$ cat src/rtl/drain_pkg.sv
// rtl/drain_pkg.sv - shared state encoding and default widths for drain_counter
package drain_pkg;

    typedef enum logic [1:0] {
        EMPTY  = 2'd0,
        ACTIVE = 2'd1,
        HALT   = 2'd2
    } drain_state_e;

    localparam int DRAIN_WIDTH  = 16;
    localparam int DRAIN_STEP_W = 4;
    localparam int DRAIN_CNT_W  = 8;

endpackage

$ cat src/rtl/debit_subtractor.sv
// rtl/debit_subtractor.sv - one-bit-wider balance minus debit; the top bit is the borrow
module debit_subtractor #(
    parameter int WIDTH = 16
) (
    input  logic [WIDTH-1:0] balance,
    input  logic [WIDTH-1:0] debit_ext,
    output logic [WIDTH-1:0] difference,
    output logic             borrow
);

    always_comb begin
        {borrow, difference} = {1'b0, balance} - {1'b0, debit_ext};
    end

endmodule

$ cat src/rtl/drain_counter.sv
// rtl/drain_counter.sv - down-counting balance drained by debits; DRAIN_SATURATE_EN selects over-debit handling
module drain_counter
    import drain_pkg::*;
#(
    parameter int WIDTH  = DRAIN_WIDTH,
    parameter int STEP_W = DRAIN_STEP_W,
    parameter int CNT_W  = DRAIN_CNT_W
) (
    input  logic              clk,
    input  logic              Rst,
    input  logic              Load,
    input  logic [WIDTH-1:0]  LOAD,
    input  logic              debit_valid,
    input  logic [STEP_W-1:0] debit,
    output logic              debit_ready,
    output logic [WIDTH-1:0]  Out,
    output logic              zero,
    output logic              underflow,
    output logic [CNT_W-1:0]  debit_cnt
);

    drain_state_e     state_q, state_d;
    logic [WIDTH-1:0] out_q, out_d;
    logic [CNT_W-1:0] cnt_q, cnt_d;
    logic             uf_q, uf_d;

    logic [WIDTH-1:0] diff;
    logic             borrow;
    logic             accept;
    logic [CNT_W-1:0] cnt_inc;

    debit_subtractor #(.WIDTH(WIDTH)) u_sub (
        .balance    (out_q),
        .debit_ext  ({{(WIDTH-STEP_W){1'b0}}, debit}),
        .difference (diff),
        .borrow     (borrow)
    );

    assign debit_ready = (state_q == ACTIVE) && !Load;
    assign accept      = debit_valid && debit_ready;
    assign cnt_inc     = (cnt_q == {CNT_W{1'b1}}) ? cnt_q : cnt_q + CNT_W'(1);

    always_comb begin
        state_d = state_q;
        out_d   = out_q;
        cnt_d   = cnt_q;
        uf_d    = uf_q;
        if (Load) begin
            out_d   = LOAD;
            cnt_d   = '0;
            uf_d    = 1'b0;
            state_d = (LOAD != '0) ? ACTIVE : EMPTY;
        end else if (accept) begin
            if (!borrow) begin
                out_d = diff;
                cnt_d = cnt_inc;
                if (diff == '0) state_d = EMPTY;
            end else begin
                uf_d = 1'b1;
`ifdef DRAIN_SATURATE_EN
                out_d   = '0;
                cnt_d   = cnt_inc;
                state_d = EMPTY;
`else
                state_d = HALT;
`endif
            end
        end
    end

    always_ff @(posedge clk or negedge Rst) begin
        if (!Rst) begin
            state_q <= EMPTY;
            out_q   <= '0;
            cnt_q   <= '0;
            uf_q    <= 1'b0;
        end else begin
            state_q <= state_d;
            out_q   <= out_d;
            cnt_q   <= cnt_d;
            uf_q    <= uf_d;
        end
    end

    assign Out       = out_q;
    assign zero      = (out_q == '0);
    assign underflow = uf_q;
    assign debit_cnt = cnt_q;

endmodule

$ cat config.mk
export PLATFORM = sky130hd
export DESIGN_NAME = drain_counter
export DESIGN_NICKNAME = d
export VERILOG_FILES = /design/src/rtl/drain_pkg.sv /design/src/rtl/debit_subtractor.sv /design/src/rtl/drain_counter.sv
export SDC_FILE = /design/constraint.sdc
export NUM_CORES = 1
export LEC_CHECK = 0
export ABC_AREA = 1
export CAP_MARGIN = 10
export CELL_PAD_IN_SITES_DETAIL_PLACEMENT = 1
export CELL_PAD_IN_SITES_GLOBAL_PLACEMENT = 2
export CORE_MARGIN = 2
export CORE_UTILIZATION = 29
export CTS_BUF_LIST = sky130_fd_sc_hd__clkbuf_4
export CTS_CLUSTER_SIZE = 25
export DETAILED_ROUTE_END_ITERATION = 8
export PLACE_DENSITY = 0.79
export SLEW_MARGIN = 15
export SYNTH_ARGS = -nofsm -noshare
export SYNTH_HDL_FRONTEND = slang
export SYNTH_HIERARCHICAL = 1
export SYNTH_SLANG_ARGS = --single-unit
$ cat constraint.sdc
create_clock -name clk -period 3 [get_ports clk]
set_input_delay 0.3 -clock clk [delete_from_list [all_inputs] [get_ports clk]]
set_output_delay 0.3 -clock clk [all_outputs]
set_load 0.02 [all_outputs]
; Yosys cells after proc, flatten, opt, wreduce, memory -nomap -nowiden
; Cells that the tools add are included.
[classes]
n_addsub = 2
eq_ne = 4
mux = 15
reduce_logical = 13
[ops]
columns = op, n
row1 = $mux 16, 3
row2 = $logic_not 16->1, 2
row3 = $mux 8, 4
row4 = $sub 16x4->17, 1
row5 = $reduce_bool 16->1, 1
row6 = $add 8x1->8 const B, 1
row7 = $eq 8x8->1 const B, 1
row8 = $mux 2, 4
row9 = $reduce_and 2->1, 3
row10 = $mux 1, 4
row11 = $ne 2x2->1 const B, 2
row12 = $reduce_bool 2->1, 2
row13 = $reduce_and 3->1, 1
row14 = $reduce_bool 3->1, 1
row15 = $eq 2x1->1 const B, 1
row16 = $logic_and 1x1->1, 2
row17 = $logic_not 1->1, 1
[word_totals]
inputBits = 24
register_bits = 27

; Logic depth before layout (Yosys ltp)
[logic_depth]
word_depth = 6
mapped_depth = 17
mapped_depth_nobuf = 17

; Modules after synthesis
; The synthesis kept the hierarchy.
[by_module_without_submodules]
columns = mod, seq_area_each_um2, area_each_um2, cells_each, n_inst
row1 = drain_counter, 675.6, 1634.1, 214, 1
row2 = debit_subtractor, 0.0, 1036.0, 209, 1

; Worst setup path after synthesis
; OpenSTA, ideal clock, no wires.
[synth_path]
kind = register -> register
startpoint = register out_q[0] (netlist: Out[0])
endpoint = register cnt_q[2] (netlist: debit_cnt[2])
slack_ns = 0.674
path_buffers = 1
synth_period_minus_slack_ns = 2.326
path_stages_with_launch = 17
arrival_ns = 2.207
path_cell_list = dfrtp_1 inv_1 ha_1 fa_1 inv_1 nand3_1 nand3_1 nand2_1 nand3_1 a21oi_1 nand2_2 nand2_4 inv_6 nand2_4 buf_12 nand2_1 o21ai_2
[synth_via]
elab_chain_len = 3
[synth_lines]
columns = element, line_no
row1 = "start, declared", drain_counter.sv:23  ; logic [WIDTH-1:0] out_q, out_d;
row2 = "start signal, assigned", drain_counter.sv:79  ; out_q <= out_d;
row3 = $sub 16x4->17, debit_subtractor.sv:12  ; {borrow, difference} = {1'b0, balance} - {1'b0, debit_ext};
row4 = named net borrow, drain_counter.sv:28  ; logic borrow;
row5 = $ne 2x2->1 (no line), --
row6 = $reduce_and 3->1 (no line), --
row7 = "end signal, assigned", drain_counter.sv:80  ; cnt_q <= cnt_d;
row8 = "end, declared", drain_counter.sv:24  ; logic [CNT_W-1:0] cnt_q, cnt_d;
; The timed path passes the listed nets, and every way through them passes these cells.
; A chain may end at the register's enable or synchronous reset.

; Worst setup path after layout
[layout_path]
startpoint = register out_q[0] (netlist: Out[0])
endpoint = register cnt_q[3] (netlist: debit_cnt[3])
; The elaborated chain is that of the path after synthesis.

==> results.py <==
metrics = {
    "run_status": {
        "outcome": "completed",
    },
    "setup_path": {
        "critPathMaxFanout": 18,
        "timing.critical_path.to_type": "flip-flop",
        "critical_path_arrival_ns": 2.74,
        "setup.worst_path.start_class": "flip-flop",
        "reg2reg_slack_ns": 0.50,
        "cp_data_required_time_ns": 3.24,
        "critical_path_class": "reg -> reg",
        "worstRegToRegCells": 15,
    },
    "cells_and_area": {
        "layout-area-overhead-vs-synth_pct": 25.0,
        "commonest_non_fill_non_tap_cell_in_the_layout": "nand2_1",
        "post_route_cells_drive_above_1_share": 0.0621,
        "antenna_cells_inserted": 0,
        "nets": 526,
        "postLayoutCoreUtil": 0.368,
        "fillCellCount": 1205,
        "mostFrequentLayoutCells": "nand2_1, inv_1, clkdlybuf4s50_1, nor2_1, nand3_1",
    },
    "route": {
        "post-route-drc-count": 0,
        "number_of_detailed_route_iterations_in_the_first_pass": 4,
        "drt_wl_total_um": 8030,
        "vias": 2727,
        "first_iter_violations": 52,
        "route.detailed.wl_per_inst_um": 13.5,
        "avgViaCountPerCell": 4.59,
        "drtAntennaViolNets": 0,
    },
    "clocking": {
        "cts.root.buffer_cell": "clkbuf_4",
        "cts_tree": "built",
        "cts-hold-fix-buffers": 0,
        "post_cts_setup_repair_buffer_count": 0,
        "tritoncts_num_sinks": 27,
        "htree_levels": 1,
        "numCtsBuffers": 3,
        "cts.clk_slew.worst_paths_ns": 0.17,
        "worstSkewPairLatency_ns": 0.33,
        "quantity_of_gates_resized_following_cts": 0,
        "cts_buffer_depth": 2,
    },
    "sta": {
        "finalClockSkew_ns": 0.00917,
        "final_number_of_max_transition_violations": 0,
        "finalWorstPathRequiredPeriod_ns": 2.50,
        "fin_crit_sh": 0.835,
        "timing.setup.tns_ns": 0,
        "setup-violations-final": 0,
        "setup_repair_after_global_routing_missed_its_margin": "false",
        "max_freq_ghz": 0.399,
        "hold_viol": 0,
    },
    "synth": {
        "synth_sequential_area_ratio": 0.253,
        "synth_compound_gate_area_share": 0.0998,
        "synth-adder-area-share": 0.0872,
        "synth_seq_cells": 27,
        "synth.distinct_cells": 35,
        "postSynthCellCount": 423,
        "post_synth_mux_area_share": 0,
        "synth_top_family_by_area": "simple AND/OR/NAND/NOR gates",
        "ys.warnings.count": 6,
        "synthXorXnorAreaFrac": 0.0230,
        "post_synth_and_or_nand_nor_area_fraction": 0.403,
        "synth.avg_cell_area_um2": 6.31,
        "cell_area_after_synthesis_mm2": 0.00267,
    },
    "worst_hold_path": {
        "path_type_of_the_worst_min_delay_path": "in -> async",
    },
    "grt": {
        "number_of_antenna_violations_at_the_first_check_in_global_routing": 0,
        "grt_ovf": 0,
        "grt_pass1_wl_um": 13700,
        "global_routing_usage_summed_across_all_routing_layers": 0.170,
        "grt_start_max_net_pins": 28,
        "first_global_vias": 2912,
    },
    "die": {
        "floorplan.core_area_mm2": 0.00906,
        "num_io_pins": 51,
        "die_height_um": 100,
        "rows": 35,
        "initial_core_util": 0.295,
        "die_w_um": 100,
        "die_area_mm2": 0.00999,
    },
    "pwr": {
        "max-vdd-ir-drop_mv": 0.227,
        "power.density_mw_per_mm2": 894,
        "power.leakage_uw": 0.00174,
    },
    "placed_design": {
        "placement.io_buffers": 50,
        "detailed_place_hpwl_um": 6710,
        "gp_congestion": 0.811,
    },
    "job": {
        "maxCapViolations": 0,
    },
}
## worst max-delay path, cell delays in order, from the launching register on
cell and delay (ns):
dfrtp_1 0.43, inv_1 0.06, ha_1 0.23, fa_1 0.44, inv_1 0.11, nand3_1 0.07, nand3_1 0.14, nand2_1 0.06
nand3_1 0.11, a21oi_1 0.14, nand2_2 0.12, nand2_4 0.07, inv_6 0.13, nand2_4 0.15, nand2_1 0.11, o21ai_2 0.05
## sequential cells by signal, summed over array words and instances, names as in the netlist
name	cells
state_q	2
underflow	1
debit_cnt	8
Out	16
## routing by layer
metal  global-route usage  part of all wire
met5                    0                 0
met4               0.0327             0.010
met3              0.00905             0.025
met2                0.293              0.47
met1                0.238              0.50
## power breakdown
part	internal, uW	switching, uW	total (uW)	leakage [uW]
clock	61.1	120	181	0.0000184
combinational	805	1310	2120	0.00138
sequential	502	184	687	0.000339
## final cells by class
class / instances / area [um^2] / area share
Multi-Input combinational cell: 324 / 1680 / 0.504
Sequential cell: 27 / 676 / 0.202
Timing Repair Buffer: 53 / 523 / 0.157
Inverter: 75 / 289 / 0.0866
Tap cell: 111 / 139 / 0.0416
Clock buffer: 4 / 30.0 / 0.00900
## through the flow
step / total power, uW / instances / instance area [um^2] / hold slack [ns] / setup slack [ns]
global placement: 2810 / 590 / 3310 / 0.468 / 0.378
detailed placement: 2840 / 590 / 3310 / 0.465 / 0.259
global route: 3340 / 594 / 3340 / 0.345 / 0.255
finish: 2990 / 594 / 3340 / 0.335 / 0.495
CTS: 3040 / 594 / 3340 / 0.337 / 0.491
floorplan: 2100 / 434 / 2710 / 0.00441 / 0.674
## cells in the mapped netlist
cell,n,share of area
or2_1,7,0.016
a21oi_1,10,0.019
nand3_1,28,0.052
o21ai_1,2,0.0037
nand2_1,153,0.22
conb_1,1,0.0014
or2_2,4,0.0094
nand3b_1,1,0.0028
o21ai_2,5,0.016
xnor2_1,2,0.0066
clkbuf_1,2,0.0028
o21ai_0,1,0.0019
nor4_1,4,0.0094
nor2_4,1,0.0042
buf_2,2,0.0037
inv_4,1,0.0023
o211ai_1,16,0.045
dfrtp_1,27,0.25
nor2_1,33,0.046
buf_12,1,0.0075
o21bai_1,4,0.011
fa_1,1,0.0075
inv_1,73,0.10
o21a_1,1,0.0028
nand2_4,3,0.013
inv_6,1,0.0033
nand4_1,3,0.0070
ha_1,17,0.080
nand2_2,6,0.014
clkbuf_2,1,0.0019
nand3_2,1,0.0037
nor3_1,3,0.0056
buf_6,2,0.0084
xor2_1,5,0.016
nor3_2,1,0.0037
## kinds of logic after synthesis
group,Yosys count
buffers and inverters,83
flip-flops,27
adder cells (fa/ha/maj),18
AO/OA/AOI/OAI,39
XOR/XNOR,7
AND/OR/NAND/NOR,248
other,1
## worst paths after layout
check                                 startpoint                       end
min in group clk           underflow$_DFFE_PN0P_     underflow$_DFFE_PN0P_
max reg2reg                   Out[0]$_DFFE_PN0P_  debit_cnt[3]$_DFFE_PN0P_
max in group asynchronous                    Rst  debit_cnt[6]$_DFFE_PN0P_
min reg2reg                underflow$_DFFE_PN0P_     underflow$_DFFE_PN0P_
max                           Out[0]$_DFFE_PN0P_  debit_cnt[3]$_DFFE_PN0P_
min                                          Rst        Out[8]$_DFFE_PN0P_
No activity file was read; power rests on OpenSTA's default activity.
